[config.mk]
export PLATFORM = sky130hd
export DESIGN_NAME = apb_master_arbiter_flat
export DESIGN_NICKNAME = d
export VERILOG_FILES = /design/src/rtl/apb_master_arbiter_if.sv /design/src/rtl/apb_master_arbiter.sv /design/src/flat_wrapper.sv
export SDC_FILE = /design/constraint.sdc
export NUM_CORES = 1
export LEC_CHECK = 0
export CORE_MARGIN = 2
export CORE_UTILIZATION = 41
export DETAILED_ROUTE_END_ITERATION = 10
export PLACE_DENSITY = 0.86
export SYNTH_ARGS = -nofsm -noshare
export SYNTH_HDL_FRONTEND = slang
export SYNTH_SLANG_ARGS = --single-unit
[constraint.sdc]
create_clock -name pclk -period 3.15 [get_ports pclk]
set_input_delay 0.63 -clock pclk [delete_from_list [all_inputs] [get_ports pclk]]
set_output_delay 0.63 -clock pclk [all_outputs]
set_load 0.01 [all_outputs]
[src/rtl/apb_master_arbiter_if.sv]
// APB master-side bus bundle for apb_master_arbiter.
// Handshake: once psel rises the transfer is committed; the slave side
// completes the ACCESS phase by raising pready in a cycle where psel and
// penable are both high, with prdata/pslverr valid in that same cycle.
// decode_error is valid whenever psel is high and refers to the current paddr.
interface apb_master_arbiter_if #(
  parameter int ADDR_WIDTH = 32,
  parameter int DATA_WIDTH = 32
);
  logic [ADDR_WIDTH-1:0] paddr;
  logic                  psel;
  logic                  penable;
  logic                  pwrite;
  logic [DATA_WIDTH-1:0] pwdata;
  logic [DATA_WIDTH-1:0] prdata;
  logic                  pready;
  logic                  pslverr;
  logic                  decode_error;

  modport master (
    output paddr, psel, penable, pwrite, pwdata,
    input  prdata, pready, pslverr, decode_error
  );

  modport slave (
    input  paddr, psel, penable, pwrite, pwdata,
    output prdata, pready, pslverr, decode_error
  );
endinterface

[src/rtl/apb_master_arbiter.sv]
// Round-robin arbiter sharing one APB master port among NUM_REQ requesters.
// Sequences IDLE -> SETUP -> ACCESS -> DONE; unmapped addresses (decode_error
// in SETUP) skip ACCESS and complete with an error.
// Optional feature macro: APB_TIMEOUT_EN -- bounds the ACCESS wait to
// TIMEOUT_CYCLES pready-low cycles and then completes with an error.
// Requester handshake: req[i] is held high (with stable addr/write/wdata)
// until done[i] pulses for one cycle; the requester drops req the cycle after.
module apb_master_arbiter #(
  parameter int ADDR_WIDTH     = 32,
  parameter int DATA_WIDTH     = 32,
  parameter int NUM_REQ        = 2,
  parameter int TIMEOUT_CYCLES = 16
) (
  input  logic                          pclk,
  input  logic                          presetn,
  input  logic [NUM_REQ-1:0]            req,
  input  logic [NUM_REQ-1:0]            req_write,
  input  logic [NUM_REQ*ADDR_WIDTH-1:0] req_addr,
  input  logic [NUM_REQ*DATA_WIDTH-1:0] req_wdata,
  output logic [NUM_REQ-1:0]            done,
  output logic [DATA_WIDTH-1:0]         rsp_rdata,
  output logic                          rsp_err,
  output logic [1:0]                    dbg_state,
  apb_master_arbiter_if.master          apb
);

  localparam int GW = $clog2(NUM_REQ);

  if (NUM_REQ < 2 || NUM_REQ > 8 || TIMEOUT_CYCLES < 1) begin : g_bad_param
    $error("apb_master_arbiter: NUM_REQ must be 2..8 and TIMEOUT_CYCLES >= 1");
  end

  typedef enum logic [1:0] {
    S_IDLE   = 2'd0,
    S_SETUP  = 2'd1,
    S_ACCESS = 2'd2,
    S_DONE   = 2'd3
  } state_t;

  state_t                state;
  state_t                next_state;
  logic [GW-1:0]         grant;
  logic [GW-1:0]         last_grant;
  logic [GW-1:0]         pick;
  logic                  pick_valid;
  logic [GW-1:0]         rr_idx;
  logic                  timeout_hit;
  logic                  err_now;
  logic                  psel_d;
  logic                  penable_d;
  logic [NUM_REQ-1:0]    done_d;
  logic                  rsp_err_d;

  logic [ADDR_WIDTH-1:0] addr_arr  [NUM_REQ];
  logic [DATA_WIDTH-1:0] wdata_arr [NUM_REQ];

  for (genvar g = 0; g < NUM_REQ; g++) begin : g_unpack
    assign addr_arr[g]  = req_addr[g*ADDR_WIDTH +: ADDR_WIDTH];
    assign wdata_arr[g] = req_wdata[g*DATA_WIDTH +: DATA_WIDTH];
  end

  assign dbg_state = state;

  // Round-robin pick: scan from last_grant+1 with wrap, first requester wins.
  always_comb begin
    pick       = '0;
    pick_valid = 1'b0;
    rr_idx     = last_grant;
    for (int k = 0; k < NUM_REQ; k++) begin
      rr_idx = (rr_idx == GW'(NUM_REQ - 1)) ? '0 : rr_idx + 1'b1;
      if (!pick_valid && req[rr_idx]) begin
        pick       = rr_idx;
        pick_valid = 1'b1;
      end
    end
  end

`ifdef APB_TIMEOUT_EN
  localparam int CW = $clog2(TIMEOUT_CYCLES + 1);
  logic [CW-1:0] wait_cnt;

  // Count pready-low ACCESS cycles; the count restarts on every ACCESS entry.
  always_ff @(posedge pclk or negedge presetn) begin
    if (!presetn) begin
      wait_cnt <= '0;
    end else if (state != S_ACCESS) begin
      wait_cnt <= '0;
    end else if (!apb.pready) begin
      wait_cnt <= wait_cnt + CW'(1);
    end
  end

  // Fires in the last allowed pready-low ACCESS cycle.
  assign timeout_hit = !apb.pready && (wait_cnt == CW'(TIMEOUT_CYCLES - 1));
`else
  assign timeout_hit = 1'b0;
`endif

  // State register.
  always_ff @(posedge pclk or negedge presetn) begin
    if (!presetn) begin
      state <= S_IDLE;
    end else begin
      state <= next_state;
    end
  end

  // Next-state decode.
  always_comb begin
    next_state = state;
    case (state)
      S_IDLE:   if (pick_valid) next_state = S_SETUP;
      S_SETUP:  next_state = apb.decode_error ? S_DONE : S_ACCESS;
      S_ACCESS: if (apb.pready || timeout_hit) next_state = S_DONE;
      S_DONE:   next_state = S_IDLE;
      default:  next_state = S_IDLE;
    endcase
  end

  // Output decode for the coming cycle; the values are registered below so no
  // combinational path exists from slave inputs to outputs.
  always_comb begin
    // DONE is entered from SETUP only on a decode error, and from ACCESS
    // either with pready (slave error status) or on timeout (forced error).
    err_now   = (state == S_SETUP) ? 1'b1 : (apb.pready ? apb.pslverr : 1'b1);
    psel_d    = (next_state == S_SETUP) || (next_state == S_ACCESS);
    penable_d = (next_state == S_ACCESS);
    done_d    = '0;
    rsp_err_d = 1'b0;
    if (next_state == S_DONE) begin
      done_d[grant] = 1'b1;
      rsp_err_d     = err_now;
    end
  end

  // Registered control outputs.
  always_ff @(posedge pclk or negedge presetn) begin
    if (!presetn) begin
      apb.psel    <= 1'b0;
      apb.penable <= 1'b0;
      done        <= '0;
      rsp_err     <= 1'b0;
    end else begin
      apb.psel    <= psel_d;
      apb.penable <= penable_d;
      done        <= done_d;
      rsp_err     <= rsp_err_d;
    end
  end

  // Grant bookkeeping, transfer payload capture and read-data return.
  always_ff @(posedge pclk or negedge presetn) begin
    if (!presetn) begin
      grant      <= GW'(NUM_REQ - 1);
      last_grant <= GW'(NUM_REQ - 1);
      apb.paddr  <= '0;
      apb.pwrite <= 1'b0;
      apb.pwdata <= '0;
      rsp_rdata  <= '0;
    end else begin
      if (state == S_IDLE && pick_valid) begin
        grant      <= pick;
        apb.paddr  <= addr_arr[pick];
        apb.pwrite <= req_write[pick];
        apb.pwdata <= wdata_arr[pick];
      end
      if (state == S_ACCESS && apb.pready && !apb.pwrite) begin
        rsp_rdata <= apb.prdata;
      end
      if (state == S_DONE) begin
        last_grant <= grant;
      end
    end
  end

endmodule

[src/flat_wrapper.sv]
// flat-port wrapper written by rule: the top's interface ports become plain ports
module apb_master_arbiter_flat 
#(
  parameter int ADDR_WIDTH     = 32,
  parameter int DATA_WIDTH     = 32,
  parameter int NUM_REQ        = 2,
  parameter int TIMEOUT_CYCLES = 16
)
  (pclk, presetn, req, req_write, req_addr, req_wdata, done, rsp_rdata, rsp_err, dbg_state, apb_paddr, apb_psel, apb_penable, apb_pwrite, apb_pwdata, apb_prdata, apb_pready, apb_pslverr, apb_decode_error);
  apb_master_arbiter_if #(.ADDR_WIDTH(ADDR_WIDTH), .DATA_WIDTH(DATA_WIDTH)) apb_i ();
  input  logic pclk;
  input  logic presetn;
  input  logic [NUM_REQ-1:0] req;
  input  logic [NUM_REQ-1:0] req_write;
  input  logic [NUM_REQ*ADDR_WIDTH-1:0] req_addr;
  input  logic [NUM_REQ*DATA_WIDTH-1:0] req_wdata;
  output logic [NUM_REQ-1:0] done;
  output logic [DATA_WIDTH-1:0] rsp_rdata;
  output logic rsp_err;
  output logic [1:0] dbg_state;
  output wire logic [$bits(apb_i.paddr)-1:0] apb_paddr;
  output wire logic [$bits(apb_i.psel)-1:0] apb_psel;
  output wire logic [$bits(apb_i.penable)-1:0] apb_penable;
  output wire logic [$bits(apb_i.pwrite)-1:0] apb_pwrite;
  output wire logic [$bits(apb_i.pwdata)-1:0] apb_pwdata;
  input wire logic [$bits(apb_i.prdata)-1:0] apb_prdata;
  input wire logic [$bits(apb_i.pready)-1:0] apb_pready;
  input wire logic [$bits(apb_i.pslverr)-1:0] apb_pslverr;
  input wire logic [$bits(apb_i.decode_error)-1:0] apb_decode_error;
  assign apb_paddr = apb_i.paddr;
  assign apb_psel = apb_i.psel;
  assign apb_penable = apb_i.penable;
  assign apb_pwrite = apb_i.pwrite;
  assign apb_pwdata = apb_i.pwdata;
  assign apb_i.prdata = apb_prdata;
  assign apb_i.pready = apb_pready;
  assign apb_i.pslverr = apb_pslverr;
  assign apb_i.decode_error = apb_decode_error;
  apb_master_arbiter #(.ADDR_WIDTH(ADDR_WIDTH), .DATA_WIDTH(DATA_WIDTH), .NUM_REQ(NUM_REQ), .TIMEOUT_CYCLES(TIMEOUT_CYCLES)) u_core (.pclk(pclk), .presetn(presetn), .req(req), .req_write(req_write), .req_addr(req_addr), .req_wdata(req_wdata), .done(done), .rsp_rdata(rsp_rdata), .rsp_err(rsp_err), .dbg_state(dbg_state), .apb(apb_i));
endmodule
=== Word-level counts from Yosys, hierarchy flattened ===
Index checks and enable logic that the tools add are counted.

* Logic and storage cells: 63
* Bits of input ports: 169
* Register bits: 106
* Output and inout port bits: 104

* Reductions and logical operators: 9
* Muxes and demuxes: 28
* Bitwise operators: 1
* Equality and inequality tests: 6
* Add/subtract/negate cells: 2
* Magnitude comparators: 6

{| class="wikitable"
|+ Operator list
! kind !! count
|-
| 32-bit 2-to-1 mux || 6
|-
| 1-bit 2-to-1 mux || 17
|-
| 2-bit equality test, second input constant || 4
|-
| 1-bit by 2-bit less-than comparator with 1-bit output, second input constant || 4
|-
| 2-bit case mux with 4 select lines || 1
|-
| 2-bit 2-to-1 mux || 3
|-
| 1-bit logical AND || 5
|-
| 2-bit by 1-bit equality test with 1-bit output, second input constant || 2
|-
| 1-bit adder, second input constant || 2
|-
| 2-bit >= comparator, second input constant || 1
|-
| 1-bit zero test || 2
|-
| 2-bit zero test || 1
|-
| 1-bit inverter with 2-bit output || 1
|-
| 1-bit demux with 1-bit select || 1
|-
| 1-bit >= comparator, second input constant || 1
|-
| 1-bit logical OR || 1
|}

=== Logic depth before layout (Yosys ltp) ===
* Word-level depth: 12
* Mapped depth: 7
* Depth with buffers taken out: 7

=== Worst setup path after synthesis ===
No wires, ideal clock.

* Path kind: register -> register
* Start: register u_core.state[0], in the netlist u_core.dbg_state[0]
* End: register u_core.rsp_rdata[10]
* Period minus slack after synthesis: 1584 ps
* Setup time: 125 ps
* Path slack: 1566 ps
* Path buffers: 1
* Stages on the path, launching flop included: 6
* Arrival: 1460 ps
* Cells stage by stage: dfrtp_1 > inv_1 > ha_1 > nand3b_1 > buf_2 > mux2_2

* Cells in the longest elaborated chain, start to end: 3

{| class="wikitable"
|+ Ends and longest elaborated chain
! element !! line !! text
|-
| start: declaration || apb_master_arbiter.sv:40 || <nowiki>state_t state;</nowiki>
|-
| start signal: assignment || apb_master_arbiter.sv:104 || <nowiki>state <= next_state;</nowiki>
|-
| 2-bit equality test || apb_master_arbiter.sv:167 || <nowiki>if (state == S_ACCESS && apb.pready && !apb.pwrite) begin</nowiki>
|-
| 1-bit logical AND (2 in series) || apb_master_arbiter.sv:167 ||
|-
| end signal: assignment || apb_master_arbiter.sv:168 || <nowiki>rsp_rdata <= apb.prdata;</nowiki>
|-
| end: declaration || apb_master_arbiter.sv:21 || <nowiki>output logic [DATA_WIDTH-1:0] rsp_rdata,</nowiki>
|}

Every way passes these cells.
A chain may end at the register's enable or synchronous reset.

=== Worst setup path after layout ===
* Start: input port req[0]
* End: register u_core.apb.paddr[31]

* Cells in the longest elaborated chain, start to end: 10

{| class="wikitable"
|+ Ends and longest elaborated chain
! element !! line !! text
|-
| start: declaration || flat_wrapper.sv:13 || <nowiki>input logic [NUM_REQ-1:0] req;</nowiki>
|-
| 1-bit 2-to-1 mux (implied by the code) (2 in series) || apb_master_arbiter.sv:71 || <nowiki>if (!pick_valid && req[rr_idx]) begin</nowiki>
|-
| 1-bit 2-to-1 mux || apb_master_arbiter.sv:71 ||
|-
| 1-bit zero test || apb_master_arbiter.sv:71 ||
|-
| 1-bit logical AND || apb_master_arbiter.sv:71 ||
|-
| 1-bit 2-to-1 mux || apb_master_arbiter.sv:71 ||
|-
| 1-bit inverter with 2-bit output (implied by the code) || apb_master_arbiter.sv:163 || <nowiki>apb.paddr <= addr_arr[pick];</nowiki>
|-
| 32-bit 2-to-1 mux (implied by the code) (3 in series) || apb_master_arbiter.sv:163 ||
|-
| end signal: assignment || apb_master_arbiter.sv:163 ||
|-
| end: declaration || apb_master_arbiter_if.sv:21 || <nowiki>output paddr, psel, penable, pwrite, pwdata,</nowiki>
|}

Several ways; a longest one is shown, not always the timed one. The select of a mux whose other input is x is not followed.

==> results.toml <==
[critical_path]
cpPeakStageDelay_ns = 0.64
cp_cell_sequence = "clkdlybuf4s50_1, o21a_2, buf_12, nor2_1, a21oi_1"
cp-start-kind = "input port"
critPathMaxFanout = 48
worstSetupEndpointType = "register"
cp.required_ns = 3.40
crit_arrival_ns = 2.29
path_class = "in -> reg"
r2r_setup_slack_ns = 1.26
reg2reg_from = "u_core.dbg_state[0]"
cp_slowest_cell = "clkdlybuf4s50_1"
r2r_end = "u_core.apb.paddr[31]"
r2r_cells = 6

[floorplanning]
io-pin-count = 273
die_w_microns = 112
start_util = 0.418
die_y_microns = 112
dieArea_sq_um = 12500
coreArea_sq_um = 11400
rows = 39

[routing]
drtIter0Drc = 242
vias_per_cell = 5.11
totalWireLength_mm = 14.7
postRouteAntennaNets = 0
wl_per_cell_microns = 17.0
first_pass_iters = 6
drc = 0
vias = 4415

[clock_network]
cts-root-buf = "clkbuf_16"
cts_resized = 0
clkTransAtPathRegs_ns = 0.08
clock_path_buffers = 2
cts_hold_buffers = 0
htreeDepth = 3
post_cts_buffers = 0
cts_tree = "yes"
clock-sinks = 106
tritoncts.num_buffers = 9
clk_latency_ns = 0.34

[grt]
grt_pass1_wl_mm = 23.0
grt_max_degree = 66
grt_pass1_vias = 4631
grtUsageTotal = 0.232
grt-ovfl-total = 0
antenna_found_initial = 0

[yosys]
synthMuxAreaShare = 0.0778
synthDistinctLibCells = 27
synth-xor-area-share = 0
yosysSeqAreaShare = 0.556
netlist_instances = 455
synth_compound_area_frac = 0.189
synth_adder_area_share = 0.0183
netlist_area_sq_um = 4780
syn_area_per_cell_sq_um = 10.5
synth-seq-cells = 106
synth-warning-count = 0
synth_top_family_by_area = "compound AO/OA/AOI/OAI gates"
syn_nets = 631
synthSimpleGateAreaFrac = 0.112

[sta]
tightest_slew_ns = 0.573
finalCritPeriodShare = 0.648
slew_violations = 0
rsz0062_at_grt = "false"
setup_violations = 0
postLayoutSetupSlackWorst_ns = 1.11
max_slew_margin = 0.618
skew_ns = 0.00792
tns_ns = 0
max_freq_ghz = 0.490
timing.final.hold_violations = 0
fin_crit_ns = 2.04

[min_path]
hp-class = "in -> async"

[place]
post-place-ws_ns = 0.783
hpwlAfterDp_mm = 11.0
portBuffers = 272
finalWeightedCongestion = 0.850

[flow_run]
cap_violations = 0

[pwr]
p_leak_nw = 3.25
cellPowerDensity_nw_per_um2 = 919
peakVddDrop_v = 0.000481

[final_layout]
area_delta_synth_final_pct = 65.1
drive_above_1_share = 0.160
layout_commonest_cell = "clkdlybuf4s50_1"
antenna_cells = 0
fillers = 862
fin_util = 0.691
final_cell_mix = "271 x clkdlybuf4s50_1, 104 x dfrtp_1, 80 x a21oi_1, 66 x nor2_1, 65 x nand2_1"
num-nets-final = 892

[run_status]
outcome = "completed"
## Yosys cell counts
cell,number,area (sq um)
a22o_1,1,8.76
buf_2,16,80.1
buf_4,3,22.5
a21oi_1,80,400
o21ai_0,1,5.00
nor2_1,66,248
a21bo_2,1,10.0
nor2b_1,2,12.5
and3_1,1,6.26
clkbuf_1,4,15.0
buf_8,3,45.0
o21a_1,1,7.51
a21oi_2,50,438
inv_1,2,7.51
o21ai_1,1,5.00
and2_1,1,6.26
a21boi_0,1,7.51
o31ai_1,1,7.51
nand3b_1,2,15.0
ha_1,7,87.6
mux2_2,33,372
dfstp_2,2,52.6
a21boi_2,1,11.3
nand2_1,65,244
nand3_1,1,5.00
dfrtp_1,104,2600
buf_6,5,56.3
## power breakdown
group	switching, mW	internal (mW)
combinational	1.67	2.02
sequential	0.399	2.06
clock	0.520	0.577
## flip-flops by register name, indices dropped and copies added, names as in the netlist
| register | count |
|---|---|
| u_core.apb.penable | 1 |
| u_core.done | 2 |
| u_core.apb.paddr | 32 |
| u_core.rsp_err | 1 |
| u_core.apb.psel | 1 |
| u_core.dbg_state | 2 |
| u_core.last_grant | 1 |
| u_core.apb.pwdata | 32 |
| u_core.rsp_rdata | 32 |
| u_core.grant | 1 |
| u_core.apb.pwrite | 1 |
## worst max-delay path: cells and delay by family
family	cells	cell delay [ns]
buffers and inverters	2	0.93
AO/OA/AOI/OAI	2	0.63
AND/OR/NAND/NOR	1	0.07
## worst max-delay path by stage
stage,end,cells past startpoint,start,slack [ns]
after CTS,u_core.apb.paddr[31],5,req[0],1.10
after detailed placement,u_core.apb.paddr[31],5,req[0],0.78
after global routing,u_core.apb.paddr[31],5,req[0],0.98
final,u_core.apb.paddr[31],5,req[0],1.11
after floorplan,u_core.rsp_rdata[10],5,u_core.dbg_state[0],1.57
after global placement,u_core.apb.pwdata[12],5,req[0],0.88
## stage by stage
step | instance area [sq um] | power (mW) | std cells | hold slack (ns)
after floorplan | 4780 | 4.20 | 455 | 0.334
after global placement | 7600 | 6.04 | 848 | 0.486
after detailed placement | 7600 | 6.20 | 848 | 0.495
after CTS | 7890 | 7.31 | 864 | 0.292
after global routing | 7890 | 7.70 | 864 | 0.311
final | 7890 | 7.25 | 864 | 0.275
## per-layer routing
metal | global-route usage | routed length [microns]
met1 | 0.254 | 5500
met2 | 0.432 | 7660
met3 | 0.0512 | 1130
met4 | 0.0984 | 429
met5 | 0 | 0
## final cells by class
type | count | area [sq um] | share of cell area
Inverter | 2 | 7.51 | 0.000951
Clock buffer | 10 | 239 | 0.0303
Sequential cell | 106 | 2660 | 0.336
Tap cell | 143 | 179 | 0.0227
Clock inverter | 6 | 56.3 | 0.00713
Multi-Input combinational cell | 316 | 1920 | 0.243
Timing Repair Buffer | 281 | 2840 | 0.360
## cells by family after synthesis
group / Yosys count
multiplexers: 33
AND/OR/NAND/NOR: 138
adder cells (fa/ha/maj): 7
buffers and inverters: 33
AO/OA/AOI/OAI: 138
flip-flops: 106
No activity file was read; power rests on OpenSTA's default activity.
